### src/rtl/riscv_mini_pkg.sv
// Shared widths, fetch FSM states and the fetch FIFO entry layout.
package riscv_mini_pkg;

    localparam int ADDR_W      = 16;
    localparam int INSTR_W     = 32;
    localparam int FETCH_DEPTH = 2;
    localparam int FETCH_CNT_W = $clog2(FETCH_DEPTH + 1);

    typedef enum logic [1:0] {
        FETCH_IDLE = 2'd0,
        FETCH_WAIT = 2'd1,
        FETCH_DROP = 2'd2
    } fetch_state_e;

    typedef struct packed {
        logic [ADDR_W-1:0]  pc;
        logic [INSTR_W-1:0] instr;
    } fetch_entry_t;

endpackage

### src/rtl/fetch_fifo.sv
// Registered FIFO with no bypass: a push is visible at the head one cycle later.
// Flush empties it at the next edge, overriding push and pop.
module fetch_fifo #(
    parameter int DEPTH = 2,
    parameter int WIDTH = 48
) (
    input  logic                           clk,
    input  logic                           rst_n,
    input  logic                           push_i,
    input  logic [WIDTH-1:0]               data_i,
    input  logic                           pop_i,
    input  logic                           flush_i,
    output logic                           full_o,
    output logic                           empty_o,
    output logic [$clog2(DEPTH+1)-1:0]     count_o,
    output logic [WIDTH-1:0]               head_o
);
    localparam int PTR_W = (DEPTH > 1) ? $clog2(DEPTH) : 1;
    localparam int CNT_W = $clog2(DEPTH + 1);

    logic [WIDTH-1:0] mem_q [DEPTH];
    logic [PTR_W-1:0] rd_ptr_q, wr_ptr_q;
    logic [CNT_W-1:0] count_q;
    logic             do_push, do_pop;

    function automatic logic [PTR_W-1:0] ptr_inc(input logic [PTR_W-1:0] p);
        return (p == PTR_W'(DEPTH - 1)) ? '0 : p + 1'b1;
    endfunction

    assign full_o  = (count_q == CNT_W'(DEPTH));
    assign empty_o = (count_q == '0);
    assign count_o = count_q;
    assign head_o  = mem_q[rd_ptr_q];
    assign do_pop  = pop_i && !empty_o;
    assign do_push = push_i && (!full_o || do_pop);

    always_ff @(posedge clk) begin
        if (!rst_n) begin
            rd_ptr_q <= '0;
            wr_ptr_q <= '0;
            count_q  <= '0;
            for (int i = 0; i < DEPTH; i++) mem_q[i] <= '0;
        end else if (flush_i) begin
            rd_ptr_q <= '0;
            wr_ptr_q <= '0;
            count_q  <= '0;
        end else begin
            if (do_push) begin
                mem_q[wr_ptr_q] <= data_i;
                wr_ptr_q        <= ptr_inc(wr_ptr_q);
            end
            if (do_pop) rd_ptr_q <= ptr_inc(rd_ptr_q);
            count_q <= count_q + CNT_W'(do_push) - CNT_W'(do_pop);
        end
    end

endmodule

### src/rtl/instr_fetch.sv
// Instruction fetch: one outstanding imem request, 2-entry queue to decode.
// Grant at N gives instr_valid_o at N+2; stalls the PC when the queue cannot take a reply.
module instr_fetch import riscv_mini_pkg::*; (
    input  logic               clk,
    input  logic               rst_n,
    input  logic [ADDR_W-1:0]  pc_i,
    input  logic               flush_i,
    output logic               stall_o,
    output logic               imem_req_o,
    output logic [ADDR_W-1:0]  imem_addr_o,
    input  logic               imem_gnt_i,
    input  logic               imem_rvalid_i,
    input  logic [INSTR_W-1:0] imem_rdata_i,
    output logic               instr_valid_o,
    output logic [INSTR_W-1:0] instr_o,
    output logic [ADDR_W-1:0]  instr_pc_o,
    input  logic               instr_ready_i
);
    localparam int OCC_W = FETCH_CNT_W + 1;

    fetch_state_e           state_q;
    logic [ADDR_W-1:0]      req_pc_q;
    logic                   push, pop, granted, can_issue;
    logic                   fifo_full, fifo_empty;
    logic [FETCH_CNT_W-1:0] fifo_count;
    logic [OCC_W-1:0]       occ_after;
    fetch_entry_t           push_entry, head;

    assign push       = rst_n && (state_q == FETCH_WAIT) && imem_rvalid_i && !flush_i;
    assign pop        = instr_valid_o && instr_ready_i;
    assign occ_after  = {1'b0, fifo_count} + OCC_W'(push) - OCC_W'(pop);
    assign can_issue  = (state_q == FETCH_IDLE) || ((state_q == FETCH_WAIT) && imem_rvalid_i);

    // A new request only goes out if its reply is guaranteed a free slot.
    assign imem_req_o  = rst_n && !flush_i && can_issue && (occ_after < OCC_W'(FETCH_DEPTH));
    assign imem_addr_o = pc_i;
    assign granted     = imem_req_o && imem_gnt_i;
    assign stall_o     = !rst_n || (!granted && !flush_i);

    assign push_entry    = '{pc: req_pc_q, instr: imem_rdata_i};
    assign instr_valid_o = rst_n && !fifo_empty;
    assign instr_o       = rst_n ? head.instr : '0;
    assign instr_pc_o    = rst_n ? head.pc : '0;

    always_ff @(posedge clk) begin
        if (!rst_n) begin
            state_q  <= FETCH_IDLE;
            req_pc_q <= '0;
        end else begin
            if (granted) req_pc_q <= pc_i;
            case (state_q)
                FETCH_IDLE: if (granted) state_q <= FETCH_WAIT;
                FETCH_WAIT: begin
                    if (flush_i)            state_q <= imem_rvalid_i ? FETCH_IDLE : FETCH_DROP;
                    else if (imem_rvalid_i) state_q <= granted ? FETCH_WAIT : FETCH_IDLE;
                end
                FETCH_DROP: if (imem_rvalid_i) state_q <= FETCH_IDLE;
                default:    state_q <= FETCH_IDLE;
            endcase
        end
    end

    fetch_fifo #(
        .DEPTH (FETCH_DEPTH),
        .WIDTH ($bits(fetch_entry_t))
    ) u_fifo (
        .clk     (clk),
        .rst_n   (rst_n),
        .push_i  (push),
        .data_i  (push_entry),
        .pop_i   (pop),
        .flush_i (flush_i),
        .full_o  (fifo_full),
        .empty_o (fifo_empty),
        .count_o (fifo_count),
        .head_o  (head)
    );

    overflow_chk: assert property (@(posedge clk) disable iff (!rst_n)
        !(push && fifo_full && !pop));

endmodule
### config.mk
export PLATFORM = sky130hd
export DESIGN_NAME = instr_fetch
export DESIGN_NICKNAME = d
export VERILOG_FILES = /design/src/rtl/riscv_mini_pkg.sv /design/src/rtl/fetch_fifo.sv /design/src/rtl/instr_fetch.sv
export SDC_FILE = /design/constraint.sdc
export NUM_CORES = 1
export LEC_CHECK = 0
export CELL_PAD_IN_SITES_DETAIL_PLACEMENT = 1
export CELL_PAD_IN_SITES_GLOBAL_PLACEMENT = 2
export CORE_MARGIN = 2
export CORE_UTILIZATION = 34
export DETAILED_ROUTE_END_ITERATION = 8
export PLACE_DENSITY_LB_ADDON = 0.3
export RECOVER_POWER = 25
export SKIP_CTS_REPAIR_TIMING = 1
export SLEW_MARGIN = 5
export SYNTH_ARGS = -nofsm -noshare
export SYNTH_HDL_FRONTEND = slang
export SYNTH_SLANG_ARGS = --single-unit
### constraint.sdc
create_clock -name clk -period 4.96 [get_ports clk]
set_input_delay 1.24 -clock clk [delete_from_list [all_inputs] [get_ports clk]]
set_output_delay 1.24 -clock clk [all_outputs]
set_load 0.05 [all_outputs]
* Word-level counts from Yosys, hierarchy flattened
Memory sizes are Yosys's and may differ from the RTL's. A register that Yosys moved wholly into a read port is not among the register bits.
Cells that the tools add are included.
** Cells by class
- Order comparisons :: 1
- Bitwise logic cells :: 1
- Divide/modulo/power cells :: 0
- Shift-type cells :: 0
- Muxes and demuxes :: 21
- $mul :: 0
- Reduce and logical (&&, ||, !) cells :: 26
- Eq/ne operators :: 6
- Add/sub/neg operators :: 6
** Operators with widths (number)
- $mux W48 :: 1
- $reduce_or A48 Y1 :: 1
- $mux W32 :: 1
- $mux W16 :: 1
- $logic_and A1 B1 Y1 :: 13
- $mux W1 :: 12
- $mux W2 :: 5
- $pmux W2 S3 :: 1
- $logic_not A1 Y1 :: 5
- $eq A2 B2 Y1 const B :: 2
- $logic_not A2 Y1 :: 2
- $ne A2 B2 Y1 const B :: 2
- $add A2 B1 Y3 :: 1
- $logic_or A1 B1 Y1 :: 3
- $lt A3 B2 Y1 const B :: 1
- $ne A3 B3 Y1 const B :: 1
- $reduce_and A3 Y1 :: 1
- $sub A3 B1 Y3 :: 1
- $add A1 B1 Y1 const B :: 2
- $add A2 B1 Y2 :: 1
- $eq A2 B1 Y1 const B :: 1
- $reduce_or A2 Y1 :: 1
- $sub A2 B1 Y2 :: 1
- $not A1 Y1 :: 1
** Word-level totals
- Latch bits :: 0
- Word-level logic and storage cells :: 67
- Memory bits (writable) :: 96
- Output and inout bits :: 67
- Memories :: 1
- Bits in registers :: 22
- Input port bits :: 54
- Bits in read-only memories :: 0
** Memories
- u_fifo.mem_q :: depth 2, width 48, read ports 1, clocked after Yosys merged registers in 1, wr ports 2, line fetch_fifo.sv:21 : logic [WIDTH-1:0] mem_q [DEPTH];

* Depth between registers and ports, before layout
Gate-level depths: netlist of the first run.
- Word-level depth :: 13
- Depth in mapped cells :: 10
- Mapped depth without buffers :: 7

* Modules after synthesis
From an unflattened synthesis of the first run, not the netlist that was laid out.
** Second synthesis, totals
- Cell total of the unflattened synthesis :: 446
- Area total of the unflattened synthesis :: 5693.0 sq um
** Modules (own cells, without submodules)
- fetch_fifo :: times used 1, cells each 286, sequential area each 2982.9 sq um, area an instance 4410.5 sq um
- instr_fetch :: times used 1, cells each 160, sequential area each 360.3 sq um, area an instance 1282.5 sq um

* Worst setup path after synthesis of the first run
OpenSTA, ideal clock, no wires.
- Path type :: input to output
- Start :: input port rst_n
- End :: output port stall_o
- Slack :: 0.093 ns
- Arrival time :: 3.627 ns
- Required time :: 3.720 ns
- Path buffers :: 2
- Stages on the path :: 9
- Cell sequence :: buf_2 -> clkbuf_1 -> o211a_1 -> ha_1 -> or3_1 -> fa_1 -> xnor2_1 -> nand4_2 -> a21bo_2
** Between the ends
- Longest elaborated chain between the ends :: 11
- Elaborated cells between the ends (all ways) :: 16
** Ends and longest elaborated chain
- from (decl) :: line instr_fetch.sv:5 : input logic rst_n,
- $logic_and A1 B1 Y1 (3 in series) :: line instr_fetch.sv:29 : assign push = rst_n && (state_q == FETCH_WAIT) && imem_rvalid_i && !flush_i;
- $add A2 B1 Y3 :: line instr_fetch.sv:31 : assign occ_after = {1'b0, fifo_count} + OCC_W'(push) - OCC_W'(pop);
- $sub A3 B1 Y3 :: line instr_fetch.sv:31
- $lt A3 B2 Y1 :: line instr_fetch.sv:35 : assign imem_req_o = rst_n && !flush_i && can_issue && (occ_after < OCC_W'(FETCH_DEPTH));
- $logic_and A1 B1 Y1 :: line instr_fetch.sv:35
- $logic_and A1 B1 Y1 :: line instr_fetch.sv:37 : assign granted = imem_req_o && imem_gnt_i;
- $logic_not A1 Y1 :: line instr_fetch.sv:38 : assign stall_o = !rst_n || (!granted && !flush_i);
- $logic_and A1 B1 Y1 :: line instr_fetch.sv:38
- $logic_or A1 B1 Y1 * :: line instr_fetch.sv:38
- to (decl) :: line instr_fetch.sv:8 : output logic stall_o,
Every way passes the cells marked *; elsewhere a longest branch is shown, timed or not.

* Worst setup path in the final report of the first run
- Start :: input port flush_i
- End :: output port stall_o
** Between the ends
- Longest elaborated chain between the ends :: 10
- Elaborated cells between the ends (all ways) :: 12
** Ends and longest elaborated chain
- from (decl) :: line instr_fetch.sv:7 : input logic flush_i,
- $logic_not A1 Y1 * :: line instr_fetch.sv:29, instr_fetch.sv:35, instr_fetch.sv:38
- $logic_and A1 B1 Y1 :: line instr_fetch.sv:29
- $add A2 B1 Y3 :: line instr_fetch.sv:31
- $sub A3 B1 Y3 :: line instr_fetch.sv:31
- $lt A3 B2 Y1 :: line instr_fetch.sv:35
- $logic_and A1 B1 Y1 :: line instr_fetch.sv:35
- $logic_and A1 B1 Y1 :: line instr_fetch.sv:37
- $logic_not A1 Y1 :: line instr_fetch.sv:38
- $logic_and A1 B1 Y1 * :: line instr_fetch.sv:38
- $logic_or A1 B1 Y1 * :: line instr_fetch.sv:38
Marked as above.

==> results of run 1 <==
-- layer usage --
metal	global-route usage, %	vias up
met3	4.21	16
li1	-	1701
met5	0	-
met4	6.75	0
met1	17.2	1739
met2	24.6	98
-- worst reg2reg max path, stage by stage (launching register included) --
cell	delay, ps
dfxtp_1	320
or3b_4	400
buf_4	160
a2111oi_0	580
clkbuf_1	1560
and2_1	300
-- cell usage in the layout, fill, tap and decap left out, types with 3 or more instances in the layout --
cell,instances
edfxtp_1,96
dfxtp_1,22
clkbuf_1,9
and2_0,28
clkinv_2,4
inv_1,20
buf_4,11
nor2b_1,50
clkinv_1,4
nand2_1,21
and2_1,72
clkbuf_16,17
mux2i_1,64
clkdlybuf4s50_1,116
ha_1,3
-- through the flow --
stage          worst slack, ps  setup TNS, ps
6_report                  70.9              0
5_1_grt                   17.4              0
4_1_cts                  -83.6          -83.6
3_5_place_dp             -89.8          -89.8
3_3_place_gp              95.9              0
2_1_floorplan             93.5              0
-- sequential cells by signal, summed over array words and instances, names as in the netlist, named ones only --
signal / flops
req_pc_q: 16
state_q: 2
u_fifo.count_o: 2
u_fifo.mem_q: 96
u_fifo.rd_ptr_q: 1
u_fifo.wr_ptr_q: 1
-- path summary, 6_finish.rpt --
check | to | cells past startpoint
max | stall_o | 8
min | req_pc_q[8] | 2
max reg2reg | u_fifo.mem_q[0][45] | 5
min reg2reg | req_pc_q[8] | 2
-- power breakdown --
part | switching [uW] | total [uW] | leakage, uW | internal (uW)
Sequential | 12.7 | 1130 | 0.00118 | 1110
Clock | 399 | 1020 | 0.000237 | 618
Combinational | 153 | 258 | 0.00134 | 106
Total | 564 | 2400 | 0.00276 | 1840
-- final cells by class --
class | count | area share [%]
Clock buffer | 22 | 5.99
Tap cell | 216 | 3.65
Multi-Input combinational cell | 263 | 26.1
Clock inverter | 8 | 0.473
Timing Repair Buffer | 134 | 17.6
Inverter | 20 | 1.01
Sequential cell | 119 | 45.2
-- logic make-up after synthesis --
family	count (synthesis)	share of synthesized area (%)
xor gates and xnor gates	4	0.624
DFF	119	59.5
adders and majority gates	4	1.02
muxes	65	11.6
and+or+nand+nor	181	19.5
AOI/OAI and AO/OA	9	2.00
buffers and inverters	61	5.70
==> flow_metrics.env, run 1 <==
export IMPL_synth_warning_count=0
export IMPL_syn_num_nets=501
export IMPL_startpoint="flush_i"
export IMPL_layout_drive_gt1_share_pct=7.77
export IMPL_rsz0062_at_grt="no"
export IMPL_criticalPathCategory="in2out"
export IMPL_hold_class="reg2reg"
export IMPL_synth_largest_area_cell="edfxtp_1"
export IMPL_synth_edff_count=96
export IMPL_m1WireLength_um=5510
export IMPL_ys_types=31
export IMPL_crit_required_ps=3720
export IMPL_die_w_um=133
export IMPL_reg2reg_from="state_q[1]"
export IMPL_fill_cells=1679
export IMPL_wire_per_inst_um=15.9
export IMPL_syn_avg_cell_area_um2=12.7
export IMPL_hold_start="req_pc_q[8]"
export IMPL_p_leak_uw=0.00276
export IMPL_place_detailed_hpwl_um=7740
export IMPL_final_cell_area_mm2=0.00741
export IMPL_path_buf_inv=2
export IMPL_drc=0
export IMPL_path_delay_family="simple AND/OR/NAND/NOR gates"
export IMPL_grt_pass1_vias=3849
export IMPL_cts_buffers_inserted=17
export IMPL_multi_input_area_mm2=0.00194
export IMPL_clock_skew_ps=17.9
export IMPL_viasPerCell=4.54
export IMPL_syn_to_final_growth_pct=31.9
export IMPL_wl_met3_um=545
export IMPL_antenna_found_initial=0
export IMPL_fin_nets=613
export IMPL_path_clk_slew_ps=50
export IMPL_cp_end_kind="output pin"
export IMPL_insertion_delay_ps=420
export IMPL_dr_wl_met2_um=6120
export IMPL_io_pins=121
export IMPL_hold_viol=0
export IMPL_route_top_layer_used="met4"
export IMPL_dr_total_vias=3554
export IMPL_hold_ws_ps=465
export IMPL_dpl_instance_area_mm2=0.00695
export IMPL_gp_congestion=0.706
export IMPL_io_buffers=120
export IMPL_clock_path_buffers=2
export IMPL_clock_sinks=119
export IMPL_die_height_um=133
export IMPL_syn_inst=443
export IMPL_dp_cells=751
export IMPL_crit_path_max_incr_delay_ps=550
export IMPL_start_kind="input port"
export IMPL_grt_max_degree=62
export IMPL_drtIter0Drc=146
export IMPL_power_per_cell_area_mw_per_mm2=324
export IMPL_synth_top_cell_area_share_pct=51.3
export IMPL_worstPathCellList="clkdlybuf4s50_1 -> or3b_4 -> or3_4 -> fa_1 -> and2_4 -> nand4_2 -> a21bo_2 -> buf_6"
export IMPL_worst_pin_slew_ps=2090
export IMPL_cp_arrival_ps=3650
export IMPL_irDropWorstVdd_uv=251
export IMPL_die_area_mm2=0.0176
export IMPL_stdcell_count=782
export IMPL_cts_tree="yes"
export IMPL_grt_first_pass_wirelength_um=19500
export IMPL_fmax_ghz=0.205
export IMPL_crit_fanout=2
export IMPL_num_antenna_cells=0
export IMPL_grt_overflow_total=0
export IMPL_ant_nets=0
export IMPL_ys_async_sr_fraction_pct=0
export IMPL_yosysSeqAreaShare_pct=59.5
export IMPL_start_util_pct=35.1
export IMPL_fin_crit_sh_pct=98.6
export IMPL_synth_area_mm2=0.00562
export IMPL_grt_usage_pct=14.6
export IMPL_drv_slew=99
export IMPL_r2r_setup_slack_ps=1500
export IMPL_setup_violations=0
export IMPL_violations="capacitance limit, slew limit"
export IMPL_finalPower_uw=2400
export IMPL_max_slew_margin_pct=-39.6
export IMPL_cts_root_buf="clkbuf_16"
export IMPL_synthMostInstantiatedCell="and2_1"
export IMPL_firstDrtPassIters=4
export IMPL_htreeDepth=4
export IMPL_min_period_ps=4890
export IMPL_synth_ff_type="edfxtp_1"
export IMPL_cp_slowest_cell="fa_1"
export IMPL_synth_common_cells="101 x and2_1, 96 x edfxtp_1, 64 x mux2i_1"
export IMPL_seqCellArea_mm2=0.00335
export IMPL_row_count=46
export IMPL_synthTopCellsByArea="edfxtp_1 51%, mux2i_1 11%, and2_1 11%"
export IMPL_outcome="finished, violations left"
export IMPL_drv_cap=2
export IMPL_utilization_pct=46.3
export IMPL_synth_seq_cells=119
export IMPL_core_mm2=0.0160
export IMPL_drt_total_wl_um=12400
Note: power is estimated with default switching activity, not from simulation.
==> inputs of run 2 (changes only) <==
Settings changed: SLEW_MARGIN 5 to default.
==> results of run 2 <==
Same layout as run 1: the final DEF is identical, and so are final timing and power.
==> inputs of run 3 (changes only) <==
Settings changed: TNS_END_PERCENT from default to 30.
==> results of run 3 <==
Same layout as run 1: the final DEF is identical, and so are final timing and power.
